<file path="src/rtl/lif_step_scheduler.sv">
// Time-multiplexed leaky integrate-and-fire scheduler: one time step walks every
// virtual neuron through fetch/update and hands any spike to a ready/valid consumer.
module lif_step_scheduler #(
    parameter int N_NEURONS  = 4,
    parameter int THRESHOLD  = 100,
    parameter int LEAK_SHIFT = 3,
    parameter int REFRACT    = 2
) (
    input  logic                         clk,
    input  logic                         reset,
    input  logic                         step_start,
    input  logic [7:0]                   input_current,
    input  logic                         spike_ready,
    output logic [$clog2(N_NEURONS)-1:0] cur_idx,
    output logic                         step_busy,
    output logic                         spike_valid,
    output logic [$clog2(N_NEURONS)-1:0] spike_id,
    output logic                         step_done,
    output logic [15:0]                  spike_count
);

    localparam int IW = $clog2(N_NEURONS);

    typedef enum logic [2:0] {
        S_IDLE   = 3'd0,
        S_FETCH  = 3'd1,
        S_UPDATE = 3'd2,
        S_EMIT   = 3'd3,
        S_NEXT   = 3'd4,
        S_DONE   = 3'd5
    } state_t;

    state_t          state_q, state_d;
    logic [IW-1:0]   idx_q, idx_d;
    logic [7:0]      in_q, in_d;
    logic [7:0]      v_q [N_NEURONS];
    logic [7:0]      v_d [N_NEURONS];
    logic [3:0]      r_q [N_NEURONS];
    logic [3:0]      r_d [N_NEURONS];
    logic [15:0]     cnt_q, cnt_d;

    logic [7:0]      cur_v_s;
    logic [8:0]      sum_s;
    logic [7:0]      sat_s;

    // Next-state and datapath for the per-neuron update sequence.
    always_comb begin
        state_d = state_q;
        idx_d   = idx_q;
        in_d    = in_q;
        v_d     = v_q;
        r_d     = r_q;
        cnt_d   = cnt_q;
        cur_v_s = v_q[idx_q];
        // Leaked membrane never exceeds 255, so 9 bits hold leak + 8-bit input.
        sum_s   = {1'b0, cur_v_s} - {1'b0, (cur_v_s >> LEAK_SHIFT)} + {1'b0, in_q};
        sat_s   = sum_s[8] ? 8'hFF : sum_s[7:0];

        case (state_q)
            S_IDLE: begin
                if (step_start) begin
                    state_d = S_FETCH;
                    idx_d   = '0;
                end else begin
                    state_d = S_IDLE;
                end
            end
            S_FETCH: begin
                in_d    = input_current;
                state_d = S_UPDATE;
            end
            S_UPDATE: begin
                if (r_q[idx_q] != 4'd0) begin
                    r_d[idx_q] = r_q[idx_q] - 4'd1;
                    v_d[idx_q] = 8'd0;
                    state_d    = S_NEXT;
                end else if (sat_s >= 8'(THRESHOLD)) begin
                    v_d[idx_q] = 8'd0;
                    r_d[idx_q] = 4'(REFRACT);
                    state_d    = S_EMIT;
                end else begin
                    v_d[idx_q] = sat_s;
                    state_d    = S_NEXT;
                end
            end
            S_EMIT: begin
                if (spike_ready) begin
                    cnt_d   = (cnt_q == 16'hFFFF) ? cnt_q : cnt_q + 16'd1;
                    state_d = S_NEXT;
                end else begin
                    state_d = S_EMIT;
                end
            end
            S_NEXT: begin
                if (idx_q == IW'(N_NEURONS - 1)) begin
                    state_d = S_DONE;
                end else begin
                    idx_d   = idx_q + {{(IW-1){1'b0}}, 1'b1};
                    state_d = S_FETCH;
                end
            end
            S_DONE: begin
                state_d = S_IDLE;
            end
            default: begin
                state_d = S_IDLE;
            end
        endcase
    end

    // State, neuron memories and spike counter; reset aborts any step in flight.
    always_ff @(posedge clk or posedge reset) begin
        if (reset) begin
            state_q <= S_IDLE;
            idx_q   <= '0;
            in_q    <= 8'd0;
            cnt_q   <= 16'd0;
            for (int i = 0; i < N_NEURONS; i++) begin
                v_q[i] <= 8'd0;
                r_q[i] <= 4'd0;
            end
        end else begin
            state_q <= state_d;
            idx_q   <= idx_d;
            in_q    <= in_d;
            cnt_q   <= cnt_d;
            v_q     <= v_d;
            r_q     <= r_d;
        end
    end

    // Outputs decode registered state only, so reset clears them at once.
    assign cur_idx     = idx_q;
    assign spike_id    = idx_q;
    assign step_busy   = (state_q != S_IDLE);
    assign spike_valid = (state_q == S_EMIT);
    assign step_done   = (state_q == S_DONE);
    assign spike_count = cnt_q;

endmodule

</file>
<file path="config.mk">
export PLATFORM = sky130hd
export DESIGN_NAME = lif_step_scheduler
export DESIGN_NICKNAME = d
export VERILOG_FILES = /design/src/rtl/lif_step_scheduler.sv
export SDC_FILE = /design/constraint.sdc
export NUM_CORES = 1
export LEC_CHECK = 0
export CAP_MARGIN = 20
export CORE_ASPECT_RATIO = 0.75
export CORE_MARGIN = 3
export CORE_UTILIZATION = 45
export CTS_CLUSTER_SIZE = 28
export DETAILED_ROUTE_END_ITERATION = 6
export HOLD_SLACK_MARGIN = 0.1
export SYNTH_ARGS = -nofsm -noshare
export SYNTH_HDL_FRONTEND = slang
export SYNTH_SLANG_ARGS = --single-unit
</file>
<file path="constraint.sdc">
create_clock -name clk -period 8.9 [get_ports clk]
set_input_delay 1.335 -clock clk [delete_from_list [all_inputs] [get_ports clk]]
set_output_delay 1.335 -clock clk [all_outputs]
set_load 0.05 [all_outputs]
</file>
==> results.md <==
- Outcome: finished clean
- Reg-to-reg slack, setup: 4100 ps
- Initial Util: 0.466
- CTS tree: done
- GRT Resource Usage Total: 0.193
- Worst-margin pin slew: 981 ps
- Clock skew: 6.90 ps
- Num rows: 30
- Slew headroom: 0.346
- Setup Viol. Count Final: 0
- RSZ-0062 raised after global routing: no
- Initial DRC Count: 232
- First-pass DRT Iterations: 4
- Placement Cell Area: 4680 um2
- ANT cells: 0
- Clock-pin transition on the worst setup and hold timing paths: 60 ps
- Vias: 3136
- Share of layout cells above drive strength 1: 0.104
- Die H: 90.2 um
- Syn_nets: 443
- Max Freq: 208 MHz
- Max Slew Vio Count: 0
- Gpl congestion: 0.952
- I/O Pins: 35
- Clock root cell: clkbuf_16
- Sequential area share after synthesis: 0.453
- # Max-Cap Violations: 0
- Antenna violations before repair: 0
- Syn_area_per_cell: 10.4 um2
- First-pass GRT wire length: 16.1 mm
- Die footprint: 10700 um2
- Resize count post-CTS: 0
- Warnings, synthesis: 0
- Slack of the critical path: 4100 ps
- Max FO, Critical Path: 28
- Setup Buffers After CTS: 0
- Residual DRC: 0
- CTS Sinks: 77
- Slowest stage delay, CP: 880 ps
- Crit path kind: reg2reg
- Fin Setup TNS: 0 ps
- Final WL: 9.54 mm
- H-Tree Depth: 3
- IO Port Bufs: 34
- Die W: 118 um
- Core area: 9120 um2
- HPWL Detailed: 6.77 mm
- Synth cell types: 49
- Final Cycle Share: 0.539
- CP required: 9080 ps
- Longest Clk Path Bufs: 2
- Detail Route Antenna Nets: 0
- Pin count of the biggest net entering global routing: 78
- Worst path arrival time: 4980 ps
- Vias in the first global route: 3110
- CP startpoint kind: flop
- Crit path capture type: flop
- Final Hold Viols: 0
- Finished Layout Cells: 571
- Final instance area: 5020 um2
- Drt wl/cell: 16.7 um
- # nets final: 474
- Worst path slowest cell: dfrtp_1
- GR Overflow Total: 0
- Period minus WS final: 4800 ps
- Clk Latency, worst-skew pair: 340 ps
- Register bit total from synthesis: 77
- Crit-path cells: mux4_2 -> fa_1 -> inv_1 -> ha_1 -> o21ai_0 -> or4b_2 -> nand4_1 -> o311a_1 -> or2_1 -> o31ai_1
- Area Overhead vs Synth: 18.1%
- HP Class: reg2reg
- CTS Buf Count: 9
- Post-synth EDFFs: 0
- Placed insts: 555
- Syn Inst Count: 407
- Pre-CTS setup slack: 4090 ps
- Async SR Flop Fraction: 1.00
- Via/cell ratio: 5.49
- CTS Hold Bufs: 0
- Main flop type after synthesis: dfrtp_1
- Cell Area, Synth: 4250 um2
==> cells in the mapped netlist (2+ instances only) <==
cell type	n	share of area
dfrtp_1	77	0.45
fa_1	5	0.024
nand2b_1	3	0.0044
buf_6	4	0.011
a211o_1	2	0.0041
and3_1	7	0.010
o31ai_1	28	0.049
clkbuf_1	11	0.0097
inv_1	42	0.037
nor3b_1	2	0.0035
mux4_2	12	0.064
a32oi_1	4	0.0082
and4_1	3	0.0062
buf_4	2	0.0035
nor3_1	4	0.0047
nor4_1	2	0.0029
a211oi_2	2	0.0059
nand2_1	55	0.049
a21oi_1	4	0.0047
nand3_1	12	0.014
ha_1	19	0.056
a21bo_2	4	0.0094
nand4_1	3	0.0044
and2_1	6	0.0088
xor2_1	8	0.016
xnor2_1	12	0.025
o21ai_0	22	0.026
o211ai_1	4	0.0071
mux2_2	3	0.0079
o2bb2ai_1	8	0.016
nor2_1	19	0.017
==> critical path, delay by kind of cell (launching register included) <==
| family | cells | cell delay (ps) |
|---|---|---|
| adder cells (fa/ha/maj) | 2 | 890 |
| buffers and inverters | 1 | 40 |
| AO/OA/AOI/OAI | 3 | 630 |
| multiplexers | 1 | 630 |
| AND/OR/NAND/NOR | 3 | 1570 |
| flip-flops | 1 | 880 |
==> registers in the layout, indices dropped and copies added (netlist names) <==
register	count
in_q	8
r_q	16
cur_idx	2
v_q	32
spike_count	16
state_q	3
==> layer usage <==
| metal | vias up | part of all wire | GRT usage |
|---|---|---|---|
| met4 | 0 | 0.012 | 0.0605 |
| met5 | - | 0 | 0 |
| met1 | 1543 | 0.53 | 0.292 |
| met3 | 11 | 0.048 | 0.0491 |
| li1 | 1494 | - | - |
| met2 | 88 | 0.41 | 0.269 |
==> worst paths after layout <==
path / cells after the start / to / start
worst max-delay path: 10 / v_q[27] / cur_idx[1]
worst min-delay path: 2 / v_q[1] / v_q[1]
worst max register to register: 10 / v_q[27] / cur_idx[1]
worst min register to register: 2 / v_q[1] / v_q[1]
max in group asynchronous: 3 / r_q[1] / reset
min in group asynchronous: 3 / cur_idx[1] / reset
==> cell usage in the layout (no fill, tap or decap), drive strengths merged, types with 12 or more instances in the layout <==
cell type and instances:
nand3 12, ha 19, xnor2 12, clkbuf 12, dfrtp 77, mux4 12, o31ai 28, nor2 19
inv 42, clkdlybuf4s50 34, nand2 55, o21ai 22
==> cell families (layout without fill, tap and decap cells) <==
group                    count (synthesis)  after routing  synth area share
XOR/XNOR                                20             20            0.0412
multiplexers                            16             16            0.0738
flip-flops                              77             77             0.453
AND/OR/NAND/NOR                        126            126             0.145
AO/OA/AOI/OAI                           85             85             0.147
buffers and inverters                   59             95            0.0609
adder cells (fa/ha/maj)                 24             24            0.0794
==> final cells by class <==
class                      instances  area, um2
fill                             834       4100
tap                              128        160
inverter                          42        158
multi-input combinational        271       2070
clock inverter                     4       95.1
clock buffer                      12        246
timing repair buffer              37        363
sequential                        77       1930
==> per-stage QoR <==
step                hold slack (ps)  utilization
finish                          474        0.550
global route                    493        0.550
CTS                             475        0.550
detailed placement              462        0.513
global placement                456        0.513
floorplan                       443            -
Power is left out: the tool's default activity adds up to more than one toggle a clock period on the data nets, which glitch-free logic cannot reach.
